$ cat config.mk
export PLATFORM = sky130hd
export DESIGN_NAME = tile_ctrl
export DESIGN_NICKNAME = d
export VERILOG_FILES = /design/src/rtl/dla_pkg.sv /design/src/rtl/tile_geom_calc.sv /design/src/rtl/tile_ctrl.sv
export SDC_FILE = /design/constraint.sdc
export NUM_CORES = 1
export LEC_CHECK = 0
export CORE_MARGIN = 3
export CORE_UTILIZATION = 52
export CTS_BUF_LIST = sky130_fd_sc_hd__clkbuf_2 sky130_fd_sc_hd__clkbuf_4 sky130_fd_sc_hd__clkbuf_8
export CTS_CLUSTER_DIAMETER = 60
export DETAILED_ROUTE_END_ITERATION = 8
export GPL_ROUTABILITY_DRIVEN = 0
export PLACE_DENSITY = 0.83
export SLEW_MARGIN = 20
export SYNTH_ARGS = -nofsm -noshare
export SYNTH_HDL_FRONTEND = slang
export SYNTH_SLANG_ARGS = --single-unit
export TNS_END_PERCENT = 1
$ cat constraint.sdc
create_clock -name clk -period 6.15 [get_ports clk]
set_input_delay 0.9225 -clock clk [delete_from_list [all_inputs] [get_ports clk]]
set_output_delay 0.9225 -clock clk [all_outputs]
set_load 0.02 [all_outputs]
$ cat src/rtl/dla_pkg.sv
`default_nettype none
// ============================================================================
//  Module      : dla_pkg
//  Description : Shared tile-controller types: FSM states, tile_loc bit
//                positions and default field widths.
//  Revision    : 1.0 - initial release
// ============================================================================
package dla_pkg;

    localparam int c_dim_width_def      = 15;
    localparam int c_tile_cnt_width_def = 6;

    localparam int c_loc_top    = 3;
    localparam int c_loc_bottom = 2;
    localparam int c_loc_left   = 1;
    localparam int c_loc_right  = 0;

    typedef enum logic [2:0] {
        ST_IDLE  = 3'd0,
        ST_LOAD  = 3'd1,
        ST_START = 3'd2,
        ST_RUN   = 3'd3,
        ST_NEXT  = 3'd4,
        ST_DONE  = 3'd5
    } tile_state_t;

endpackage : dla_pkg
`default_nettype wire

$ cat src/rtl/tile_geom_calc.sv
`default_nettype none
// ============================================================================
//  Module      : tile_geom_calc
//  Description : Input-tile extent for one axis from kernel size and borders.
//  Revision    : 1.0 - initial release
// ============================================================================
module tile_geom_calc
    import dla_pkg::*;
#(
    parameter int DIM_WIDTH = c_dim_width_def
) (
    input  logic [3:0]           ksize,
    input  logic [DIM_WIDTH-1:0] out_size,
    input  logic                 first,
    input  logic                 last,
    output logic [DIM_WIDTH-1:0] in_size
);

    logic [3:0]           w_pad;
    logic [DIM_WIDTH-1:0] w_halo;

    // Border tiles drop the halo on the side that falls outside the image.
    always_comb begin
        w_pad   = (ksize - 4'd1) >> 1;
        w_halo  = DIM_WIDTH'(ksize) - DIM_WIDTH'(1)
                - (first ? DIM_WIDTH'(w_pad) : '0)
                - (last  ? DIM_WIDTH'(w_pad) : '0);
        in_size = out_size + w_halo;
    end

endmodule : tile_geom_calc
`default_nettype wire

$ cat src/rtl/tile_ctrl.sv
`default_nettype none
// ============================================================================
//  Module      : tile_ctrl
//  Description : Walks a layer's tile grid in raster order, issuing per-tile
//                geometry and start pulses to the scheduler.
//  Revision    : 1.0 - initial release
// ============================================================================
module tile_ctrl
    import dla_pkg::*;
#(
    parameter int DIM_WIDTH      = c_dim_width_def,
    parameter int TILE_CNT_WIDTH = c_tile_cnt_width_def
) (
    input  logic                      clk,
    input  logic                      rstn,
    input  logic                      layer_start,
    input  logic [TILE_CNT_WIDTH-1:0] cfg_h_tiles,
    input  logic [TILE_CNT_WIDTH-1:0] cfg_w_tiles,
    input  logic [3:0]                cfg_ksize,
    input  logic [DIM_WIDTH-1:0]      cfg_tile_out_h,
    input  logic [DIM_WIDTH-1:0]      cfg_tile_out_w,
    input  logic [DIM_WIDTH-1:0]      cfg_tile_in_c,
    input  logic [DIM_WIDTH-1:0]      cfg_tile_out_c,
    input  logic                      sch_tile_done,
    output logic                      ctrl2sch_layer_start,
    output logic                      tile_switch,
    output logic [3:0]                tile_loc,
    output logic [3:0]                ksize,
    output logic [DIM_WIDTH-1:0]      tile_in_h,
    output logic [DIM_WIDTH-1:0]      tile_out_h,
    output logic [DIM_WIDTH-1:0]      tile_in_w,
    output logic [DIM_WIDTH-1:0]      tile_out_w,
    output logic [DIM_WIDTH-1:0]      tile_in_c,
    output logic [DIM_WIDTH-1:0]      tile_out_c,
    output logic [3:0]                cnt_layer,
    output logic                      busy,
    output logic                      layer_done
);

    tile_state_t               r_state;
    tile_state_t               w_next;
    logic [TILE_CNT_WIDTH-1:0] r_h_tiles;
    logic [TILE_CNT_WIDTH-1:0] r_w_tiles;
    logic [TILE_CNT_WIDTH-1:0] r_row;
    logic [TILE_CNT_WIDTH-1:0] r_col;
    logic                      w_last_row;
    logic                      w_last_col;
    logic                      w_last_tile;
    logic [3:0]                w_loc;
    logic [DIM_WIDTH-1:0]      w_in_h;
    logic [DIM_WIDTH-1:0]      w_in_w;

    always_comb begin
        w_last_row          = (r_row == r_h_tiles - TILE_CNT_WIDTH'(1));
        w_last_col          = (r_col == r_w_tiles - TILE_CNT_WIDTH'(1));
        w_last_tile         = w_last_row && w_last_col;
        w_loc               = '0;
        w_loc[c_loc_top]    = (r_row == '0);
        w_loc[c_loc_bottom] = w_last_row;
        w_loc[c_loc_left]   = (r_col == '0);
        w_loc[c_loc_right]  = w_last_col;
    end

    tile_geom_calc #(.DIM_WIDTH(DIM_WIDTH)) u_geom_h (
        .ksize    (ksize),
        .out_size (tile_out_h),
        .first    (w_loc[c_loc_top]),
        .last     (w_loc[c_loc_bottom]),
        .in_size  (w_in_h)
    );

    tile_geom_calc #(.DIM_WIDTH(DIM_WIDTH)) u_geom_w (
        .ksize    (ksize),
        .out_size (tile_out_w),
        .first    (w_loc[c_loc_left]),
        .last     (w_loc[c_loc_right]),
        .in_size  (w_in_w)
    );

    always_ff @(posedge clk or negedge rstn) begin
        if (!rstn) r_state <= ST_IDLE;
        else       r_state <= w_next;
    end

    always_comb begin
        w_next = r_state;
        unique case (r_state)
            ST_IDLE:  if (layer_start)   w_next = ST_LOAD;
            ST_LOAD:                     w_next = ST_START;
            ST_START:                    w_next = ST_RUN;
            ST_RUN:   if (sch_tile_done) w_next = ST_NEXT;
            ST_NEXT:  w_next = w_last_tile ? ST_DONE : ST_LOAD;
            ST_DONE:                     w_next = ST_IDLE;
            default:                     w_next = ST_IDLE;
        endcase
    end

    always_ff @(posedge clk or negedge rstn) begin
        if (!rstn) begin
            r_h_tiles            <= '0;
            r_w_tiles            <= '0;
            r_row                <= '0;
            r_col                <= '0;
            ctrl2sch_layer_start <= 1'b0;
            tile_switch          <= 1'b0;
            tile_loc             <= '0;
            ksize                <= '0;
            tile_in_h            <= '0;
            tile_out_h           <= '0;
            tile_in_w            <= '0;
            tile_out_w           <= '0;
            tile_in_c            <= '0;
            tile_out_c           <= '0;
            cnt_layer            <= '0;
            busy                 <= 1'b0;
            layer_done           <= 1'b0;
        end else begin
            ctrl2sch_layer_start <= (r_state == ST_START);
            tile_switch          <= (r_state == ST_NEXT) && !w_last_tile;
            layer_done           <= (r_state == ST_DONE);

            // busy stays up through the layer_done cycle, unless a new layer restarts it
            if (r_state == ST_IDLE && layer_start) busy <= 1'b1;
            else if (layer_done)                   busy <= 1'b0;

            if (r_state == ST_IDLE && layer_start) begin
                r_h_tiles  <= (cfg_h_tiles == '0) ? TILE_CNT_WIDTH'(1) : cfg_h_tiles;
                r_w_tiles  <= (cfg_w_tiles == '0) ? TILE_CNT_WIDTH'(1) : cfg_w_tiles;
                r_row      <= '0;
                r_col      <= '0;
                ksize      <= cfg_ksize;
                tile_out_h <= cfg_tile_out_h;
                tile_out_w <= cfg_tile_out_w;
                tile_in_c  <= cfg_tile_in_c;
                tile_out_c <= cfg_tile_out_c;
            end

            if (r_state == ST_LOAD) begin
                tile_loc  <= w_loc;
                tile_in_h <= w_in_h;
                tile_in_w <= w_in_w;
            end

            if (r_state == ST_NEXT && !w_last_tile) begin
                if (w_last_col) begin
                    r_col <= '0;
                    r_row <= r_row + TILE_CNT_WIDTH'(1);
                end else begin
                    r_col <= r_col + TILE_CNT_WIDTH'(1);
                end
            end

            if (r_state == ST_DONE) cnt_layer <= cnt_layer + 4'd1;
        end
    end

endmodule : tile_ctrl
`default_nettype wire

==> flow_metrics.tcl, run 1 <==
set metrics [dict create \
    drt-pass1-iter-count 5 \
    die_x_um 127.1 \
    cts_buffer_depth 2 \
    drtIter0Drc 417 \
    syn_avg_cell_area_sq_um 8.845 \
    status "completed" \
    synth-main-ff-cell "dfrtp_1" \
    path_cells "or4_1 -> or3_4 -> a2111oi_4 -> nand2_2 -> or2_1 -> fa_1 -> inv_1 -> fa_1 -> inv_1 -> ha_1 -> a211oi_1 -> o21ai_1 -> a31oi_1 -> o21ai_1 -> o21a_1 -> or3_1 -> a31o_1" \
    syn-num-nets 1014 \
    cts.sinks 133 \
    worst_path_largest_cell_delay_ns 0.55 \
    crit_arrival_ns 5.62 \
    drt-total-wl_mm 18.05 \
    core_area_sq_um 14100 \
    dp_slack_ns 0.9155 \
    grt.overflow.total 0 \
    holdBufCountCts 0 \
    dieArea_sq_um 16150 \
    initial_core_util_pct 54.09 \
    grt_start_max_net_pins 74 \
    critPathBufInv 2 \
    wl_per_cell_um 14.60 \
    rrSetupSlack_ns 0.89 \
    startpoint_type "flip-flop" \
    vias 6401 \
    r2r-end "tile_in_h[13]$_DFFE_PN0P_" \
    setup_slack_ns 0.8862 \
    crit_fanout 7 \
    cts_tree "done" \
    synth.distinct_cells 60 \
    drc 0 \
    period_share_pct 85.59 \
    hpwl_mm 13.10 \
    synth.most_common_cell "nand2_1" \
    min_to "busy$_DFFE_PN0P_" \
    ant_nets 0 \
    rsz0062_at_grt "false" \
    ys_ff_latch 133 \
    worst_path_max_delay_cell "or4_1" \
    num-nets-final 1195 \
    grt_usage_pct 22.66 \
    hold_viol 0 \
    antenna_found_initial 0 \
    cts_root_buf "clkbuf_8" \
    diodes 0 \
    skew_ns 0.01028 \
    grt_pass1_vias 6303 \
    hold_class "reg2reg" \
    post_cts_buffers 0 \
    ctsResizeCount 0 \
    via_per_inst 5.179 \
    crit_family "compound AO/OA/AOI/OAI gates" \
    synth_top_cell_area_share_pct 43.65 \
    end_kind "flip-flop" \
    syn-cell-area_sq_um 7625 \
    setup_viol 0 \
    synthTopCellsByCount "nand2_1, dfrtp_1, inv_1, o21ai_1, ha_1" \
    htree_num_levels 4 \
    yosysTopAreaCell "dfrtp_1" \
    slew_violations 0 \
    grt_pass1_wl_mm 29.77 \
    io_buffers 185 \
    drive_above_1_share_pct 5.114 \
    synth_edf_count 0 \
    numCtsBuffers 17 \
    hold_depth 1 \
    r2r_start "r_h_tiles[2]$_DFFE_PN0P_" \
    clock_latency_ns 0.46 \
    path_class "reg2reg" \
    ys_top_cells_by_area "dfrtp_1, nand2_1, ha_1" \
    worst_pin_slew_ns 0.7674 \
    max_clock_freq_ghz 0.1900 \
    die_height_um 127.1 \
    required_ns 6.50 \
    reg2reg_depth 17 \
    hp-start "layer_done$_DFF_PN0_" \
    syn_inst 862 \
    ios 186 \
    final.setup.tns_ns 0 \
    yosys_warnings 0 \
    synth_seq_area_share_pct 43.65 \
    num_rows 43 \
    async_flop_share_pct 100.0 \
    clk_pin_slew_ns 0.08 \
    slew-limit-headroom_pct 48.84 \
    maxCapViolations 0 \
    period_needed_ns 5.264 \
    area_growth_pct 31.80 \
]
registers in the layout, indices dropped and copies added, names as in the netlist, 15 cells and up:
name        cells
tile_in_h      15
tile_in_w      15
tile_in_c      15
tile_out_c     15
tile_out_h     15
tile_out_w     15
per-layer routing:
| metal | global-route usage, % | wire, um |
|---|---|---|
| met1 | 29.47 | 7973 |
| met5 | 0 | 0 |
| met4 | 6.183 | 274 |
| met2 | 37.55 | 8621 |
| met3 | 6.271 | 1179 |
how the worst max path moves through the flow:
stage | startpoint | end | slack [ns] | depth (start not counted)
after floorplan | r_h_tiles[2]$_DFFE_PN0P_ | tile_in_h[13]$_DFFE_PN0P_ | 1.26 | 17
after global placement | r_h_tiles[2]$_DFFE_PN0P_ | tile_in_h[13]$_DFFE_PN0P_ | 1.03 | 17
after detailed placement | r_h_tiles[2]$_DFFE_PN0P_ | tile_in_h[13]$_DFFE_PN0P_ | 0.92 | 17
after CTS | r_h_tiles[2]$_DFFE_PN0P_ | tile_in_h[13]$_DFFE_PN0P_ | 0.90 | 17
after global routing | r_h_tiles[2]$_DFFE_PN0P_ | tile_in_h[14]$_DFFE_PN0P_ | 0.61 | 19
final | r_h_tiles[2]$_DFFE_PN0P_ | tile_in_h[13]$_DFFE_PN0P_ | 0.89 | 17
placed cells by master (no fill, tap or decap), types with 9 or more instances in the layout:
cell type	Yosys	layout
a21o_1	9	9
a21oi_1	19	19
clkbuf_8	0	20
clkdlybuf4s50_1	0	184
dfrtp_1	133	133
fa_1	14	14
ha_1	58	58
inv_1	108	108
nand2_1	228	228
nand2b_1	9	9
nor2_1	19	19
nor3_1	11	11
o21ai_1	73	73
xnor2_1	27	27
xor2_1	16	16
logic make-up (layout without fill, tap and decap cells):
group	Yosys count	count (layout)	share of synthesized area, %
AOI/OAI and AO/OA	149	149	12.01
xor gates and xnor gates	43	43	4.939
adders and majority gates	72	72	13.19
buffers and inverters	137	331	6.744
DFF	133	133	43.65
muxes	4	4	0.5579
and+or+nand+nor	324	324	18.90
layout make-up:
cell class                      instances  area (sq um)
Clock inverter                          9         101.3
Tap cell                              180         225.2
Fill cell                            1086          4046
Sequential cell                       133          3328
Timing Repair Buffer                  191          1898
Inverter                              108         405.4
Multi-Input combinational cell        592          3794
Clock buffer                           23         297.8
worst reg2reg max path, cell delays in order (launching register included):
cell and delay (ns):
dfrtp_1 0.45, or4_1 0.55, or3_4 0.35, a2111oi_4 0.49, nand2_2 0.17, or2_1 0.25
fa_1 0.48, inv_1 0.05, fa_1 0.43, inv_1 0.08, ha_1 0.23, a211oi_1 0.33
o21ai_1 0.12, a31oi_1 0.32, o21ai_1 0.15, o21a_1 0.20, or3_1 0.31, a31o_1 0.21
per-stage QoR:
stage	hold WS (ns)	util, %	instance area (sq um)	instances
floorplan	0.4652	-	7625	862
global placement	0.4410	68.43	9646	1204
detailed placement	0.4617	68.46	9651	1204
CTS	0.4641	71.29	10050	1236
global route	0.4869	71.29	10050	1236
finish	0.4566	71.29	10050	1236
Power of run 1 is not shown: default switching activity piles up to over one toggle a cycle in this logic, so the estimate is an artifact.
==> run 2: changes to the inputs <==
--- a/config.mk
+++ b/config.mk
@@ -5,6 +5,7 @@
 export SDC_FILE = /design/constraint.sdc
 export NUM_CORES = 1
 export LEC_CHECK = 0
+export ABC_AREA = 1
 export CORE_MARGIN = 3
 export CORE_UTILIZATION = 52
 export CTS_BUF_LIST = sky130_fd_sc_hd__clkbuf_2 sky130_fd_sc_hd__clkbuf_4 sky130_fd_sc_hd__clkbuf_8
==> flow_metrics.tcl, run 2 <==
set metrics [dict create \
    rsz0062_at_grt "false" \
    drive_above_1_share_pct 4.278 \
    max_clock_freq_ghz 0.2315 \
    synth_top_cell_area_share_pct 41.19 \
    rrSetupSlack_ns 1.83 \
    cts.sinks 133 \
    hold_class "in2async" \
    dieArea_sq_um 17070 \
    status "completed" \
    synth_seq_area_share_pct 41.19 \
    path_class "reg2reg" \
    maxCapViolations 0 \
    diodes 0 \
    numCtsBuffers 17 \
    critPathBufInv 7 \
    synth_top_family_by_area "simple AND/OR/NAND/NOR gates" \
    crit_family "adder cells" \
    synth-simple-area-share_pct 25.05 \
    area_growth_pct 28.77 \
    num_rows 44 \
    synth_edf_count 0 \
    holdBufCountCts 0 \
    vias 7182 \
    grt_pass1_wl_mm 32.83 \
    syn-cell-area_sq_um 8080 \
    regArea_sq_um 3328 \
    startpoint_type "flip-flop" \
    wl_per_cell_um 13.84 \
    final.setup.tns_ns 0 \
    async_flop_share_pct 100.0 \
    crit_fanout 6 \
    setup_viol 0 \
    htree_num_levels 4 \
    yosysTopAreaCell "dfrtp_1" \
    ios 186 \
    syn_avg_cell_area_sq_um 7.688 \
    synthTopCellsByCount "nand2_1, inv_1, dfrtp_1, o21ai_0, nand3_1" \
    synth.most_common_cell "nand2_1" \
    clk_pin_slew_ns 0.07 \
    post_cts_buffers 0 \
    period_share_pct 70.22 \
    drt-pass1-iter-count 5 \
    die_height_um 130.7 \
    synth-main-ff-cell "dfrtp_1" \
    ant_nets 0 \
    ctsResizeCount 0 \
    worst_path_largest_cell_delay_ns 0.50 \
    initial_core_util_pct 54.36 \
    synth_compound_area_share_pct 7.464 \
    grt.overflow.total 0 \
    worst_pin_slew_ns 0.9128 \
    hpwl_mm 15.04 \
    crit_arrival_ns 4.71 \
    layout_common_cells "nand2_1, clkdlybuf4s50_1, inv_1" \
    cts_tree "done" \
    grt_usage_pct 24.15 \
    clock_latency_ns 0.45 \
    hold_viol 0 \
    io_buffers 185 \
    grt_start_max_net_pins 94 \
    worst_path_max_delay_cell "fa_1" \
    yosys_warnings 0 \
    via_per_inst 5.047 \
    period_needed_ns 4.319 \
    skew_ns 0.006509 \
    grt_pass1_vias 7050 \
    required_ns 6.54 \
    antenna_found_initial 0 \
    die_x_um 130.7 \
    drt-total-wl_mm 19.70 \
    multi_input_area_sq_um 3981 \
    synth.distinct_cells 36 \
    final_common_cell "nand2_1" \
    ys_top_cells_by_area "dfrtp_1, nand2_1, ha_1" \
    cts_root_buf "clkbuf_8" \
    muxShareOfSynthArea_pct 0.1394 \
    drc 0 \
    slew_violations 0 \
    ys_ff_latch 133 \
    syn-num-nets 1203 \
    end_kind "flip-flop" \
    syn_inst 1051 \
    cts_buffer_depth 2 \
    num-nets-final 1382 \
    drtIter0Drc 404 \
    slew-limit-headroom_pct 39.14 \
    synthXorXnorAreaFrac_pct 4.011 \
    fillers 1223 \
    crit_top_cell "nand2_1" \
    synth-adder-area-share_pct 12.45 \
    core_area_sq_um 14860 \
]
[run 2: cell families after synthesis]
group | after synthesis
buffers and inverters | 200
flip-flops | 133
adder cells (fa/ha/maj) | 72
multiplexers | 1
AND/OR/NAND/NOR | 495
AO/OA/AOI/OAI | 113
XOR/XNOR | 37
[run 2: metrics by stage]
stage / hold slack (ns) / std cells / setup WS, ns / cell area, sq um / utilization (%)
final: 0.4331 / 1423 / 1.831 / 10410 / 70.00
after detailed placement: 0.4563 / 1395 / 1.825 / 10060 / 67.70
after CTS: 0.4330 / 1423 / 1.809 / 10400 / 69.97
after global placement: 0.4474 / 1395 / 2.060 / 10060 / 67.70
after floorplan: 0.4309 / 1051 / 2.265 / 8080 / -
after global routing: 0.4561 / 1423 / 1.276 / 10410 / 70.00
[run 2: area by class of cell]
class | count | area share (%)
Clock inverter | 4 | 0.2405
Timing Repair Buffer | 190 | 18.17
Sequential cell | 133 | 31.99
Tap cell | 184 | 2.213
Clock buffer | 24 | 2.994
Multi-Input combinational cell | 718 | 38.26
Inverter | 170 | 6.133
[run 2: path summary, 6_finish.rpt]
check | from | endpoint | cells after the start
setup / recovery | r_h_tiles[0]$_DFFE_PN0P_ | tile_in_h[8]$_DFFE_PN0P_ | 27
hold / removal | rstn | tile_out_w[4]$_DFFE_PN0P_ | 1
setup reg to reg | r_h_tiles[0]$_DFFE_PN0P_ | tile_in_h[8]$_DFFE_PN0P_ | 27
hold reg to reg | tile_out_c[14]$_DFFE_PN0P_ | tile_out_c[14]$_DFFE_PN0P_ | 2
max in group asynchronous | rstn | tile_in_c[13]$_DFFE_PN0P_ | 2
min in group clk | tile_out_c[14]$_DFFE_PN0P_ | tile_out_c[14]$_DFFE_PN0P_ | 2
[run 2: routing by layer]
metal / part of all wire, % / global-route usage, % / vias to the layer above
li1: - / - / 3616
met1: 43 / 30.41 / 3303
met2: 46 / 39.45 / 223
met3: 8.4 / 7.602 / 40
met4: 2.3 / 8.530 / 0
met5: 0 / 0 / -
Power of run 2 is left out for the same reason.
==> run 3: changes to the inputs <==
==> constraint.sdc (replaced) <==
create_clock -name clk -period 4.3 [get_ports clk]
set_input_delay 0.645 -clock clk [delete_from_list [all_inputs] [get_ports clk]]
set_output_delay 0.645 -clock clk [all_outputs]
set_load 0.02 [all_outputs]
==> flow_metrics.tcl, run 3 (same netlist as run 2, synthesis figures left out) <==
set metrics [dict create \
    r2r_start "r_h_tiles[0]$_DFFE_PN0P_" \
    hold_class "in2async" \
    dieArea_sq_um 17070 \
    finalInstanceArea_sq_um 10540 \
    end_kind "flip-flop" \
    clk_pin_slew_ns 0.08 \
    slew_violations 0 \
    ant_nets 0 \
    regArea_sq_um 3328 \
    num-nets-final 1390 \
    status "completed" \
    crit_path_end "tile_in_h[13]$_DFFE_PN0P_" \
    io_buffers 185 \
    path_class "reg2reg" \
    cts.sinks 133 \
    fillers 1162 \
    crit_fanout 6 \
    wl_per_cell_um 13.90 \
    worst_path_largest_cell_delay_ns 0.53 \
    dpl_cell_area_sq_um 10090 \
    grt.overflow.total 0 \
    setup.worst_path.start "r_h_tiles[0]$_DFFE_PN0P_" \
    holdBufCountCts 0 \
    ios 186 \
    path_cells "inv_2 -> ha_1 -> inv_1 -> nand2_1 -> nand2_1 -> nand2_1 -> nor2_1 -> nand3_1 -> nor2_4 -> buf_4 -> nand2_1 -> fa_1 -> inv_1 -> fa_1 -> inv_1 -> ha_2 -> nand2_1 -> o21ai_2 -> a21oi_1 -> or2_2 -> nand2_1 -> nand2_1 -> nand3_1 -> nand2_1" \
    numCtsBuffers 17 \
    grt_start_max_net_pins 110 \
    via_per_inst 5.079 \
    htree_num_levels 4 \
    drtIter0Drc 513 \
    drive_above_1_share_pct 6.155 \
    startpoint_type "flip-flop" \
    crit_top_cell "nand2_1" \
    setup_viol 0 \
    r2r-end "tile_in_h[13]$_DFFE_PN0P_" \
    maxCapViolations 0 \
    period_share_pct 95.29 \
    grt_usage_pct 24.30 \
    cp.depth 24 \
    drc 0 \
    initial_core_util_pct 54.36 \
    drt-total-wl_mm 19.94 \
    die_height_um 130.7 \
    worst_path_max_delay_cell "fa_1" \
    layout_common_cells "nand2_1, clkdlybuf4s50_1, inv_1" \
    die_x_um 130.7 \
    rsz0062_at_grt "true" \
    core_area_sq_um 14860 \
    skew_ns 0.008607 \
    area_growth_pct 30.44 \
    period_needed_ns 4.097 \
    hold_viol 0 \
    rrSetupSlack_ns 0.20 \
    final_common_cell "nand2_1" \
    crit_family "adder cells" \
    drt-pass1-iter-count 5 \
    crit_arrival_ns 4.44 \
    critPathBufInv 5 \
    cts_root_buf "clkbuf_8" \
    grt_pass1_wl_mm 32.95 \
    antenna_found_initial 0 \
    slew-limit-headroom_pct 32.81 \
    multi_input_area_sq_um 4013 \
    hpwl_mm 14.98 \
    vias 7288 \
    reg2reg_depth 24 \
    clock_latency_ns 0.45 \
    cts_buffer_depth 2 \
    diodes 0 \
    num_rows 44 \
    worst_pin_slew_ns 1.008 \
    grt_pass1_vias 7014 \
    required_ns 4.64 \
    max_clock_freq_ghz 0.2441 \
    cts_tree "done" \
]
[run 3: cell types whose count changed in the layout (fill, tap and decap cells not counted), moves of 3 or more]
cell        previous run  this run
clkbuf_4               3         0
o21ai_0               74        71
clkinvlp_4             2         5
nand2_1              345       342
buf_4                  5        13
nand2_2                1         4
[run 3: worst min path at each step]
| stage | from | to | slack [ns] | cells past startpoint |
|---|---|---|---|---|
| 2_1_floorplan | rstn | busy$_DFFE_PN0P_ | 0.35 | 0 |
| 3_3_place_gp | r_state[0]$_DFFE_PN0P_ | ctrl2sch_layer_start$_DFF_PN0_ | 0.45 | 1 |
| 3_5_place_dp | tile_out_c[13]$_DFFE_PN0P_ | tile_out_c[13]$_DFFE_PN0P_ | 0.46 | 2 |
| 4_1_cts | rstn | tile_out_w[4]$_DFFE_PN0P_ | 0.20 | 1 |
| 5_1_grt | rstn | tile_in_w[1]$_DFFE_PN0P_ | 0.23 | 1 |
| 6_report | rstn | tile_out_w[4]$_DFFE_PN0P_ | 0.19 | 1 |
[run 3: area by class of cell]
| cell class | instances | share of cell area [%] |
|---|---|---|
| Timing Repair Buffer | 198 | 18.51 |
| Clock buffer | 20 | 2.612 |
| Sequential cell | 133 | 31.58 |
| Clock inverter | 12 | 0.9972 |
| Tap cell | 184 | 2.184 |
| Inverter | 170 | 6.054 |
| Multi-Input combinational cell | 718 | 38.07 |
[run 3: timing repair]
item	in CTS	in global routing
resized for setup	0	17
buffers inserted	0	4
endpoints found under the setup margin	0	13
[run 3: metal layers]
| layer | track usage, % | part of all wire (%) | vias to the layer above |
|---|---|---|---|
| met5 | 0 | 0 | - |
| met4 | 8.409 | 2.1 | 0 |
| met3 | 6.382 | 7.2 | 33 |
| met2 | 38.31 | 46 | 257 |
| met1 | 32.74 | 45 | 3364 |
| li1 | - | - | 3634 |
[run 3: metrics by stage]
| step | hold slack [ns] | setup TNS [ns] | std cells | setup slack, ns | utilization (%) |
|---|---|---|---|---|---|
| 4_1_cts | 0.2006 | 0 | 1431 | 0.1181 | 70.46 |
| 5_1_grt | 0.2323 | -0.09713 | 1435 | -0.06078 | 70.91 |
| 3_5_place_dp | 0.4575 | 0 | 1399 | 0.1143 | 67.90 |
| 6_report | 0.1864 | 0 | 1435 | 0.2027 | 70.91 |
| 2_1_floorplan | 0.3494 | 0 | 1051 | 0.4152 | - |
| 3_3_place_gp | 0.4470 | 0 | 1399 | 0.2141 | 67.90 |
Power of run 3 is left out for the same reason.
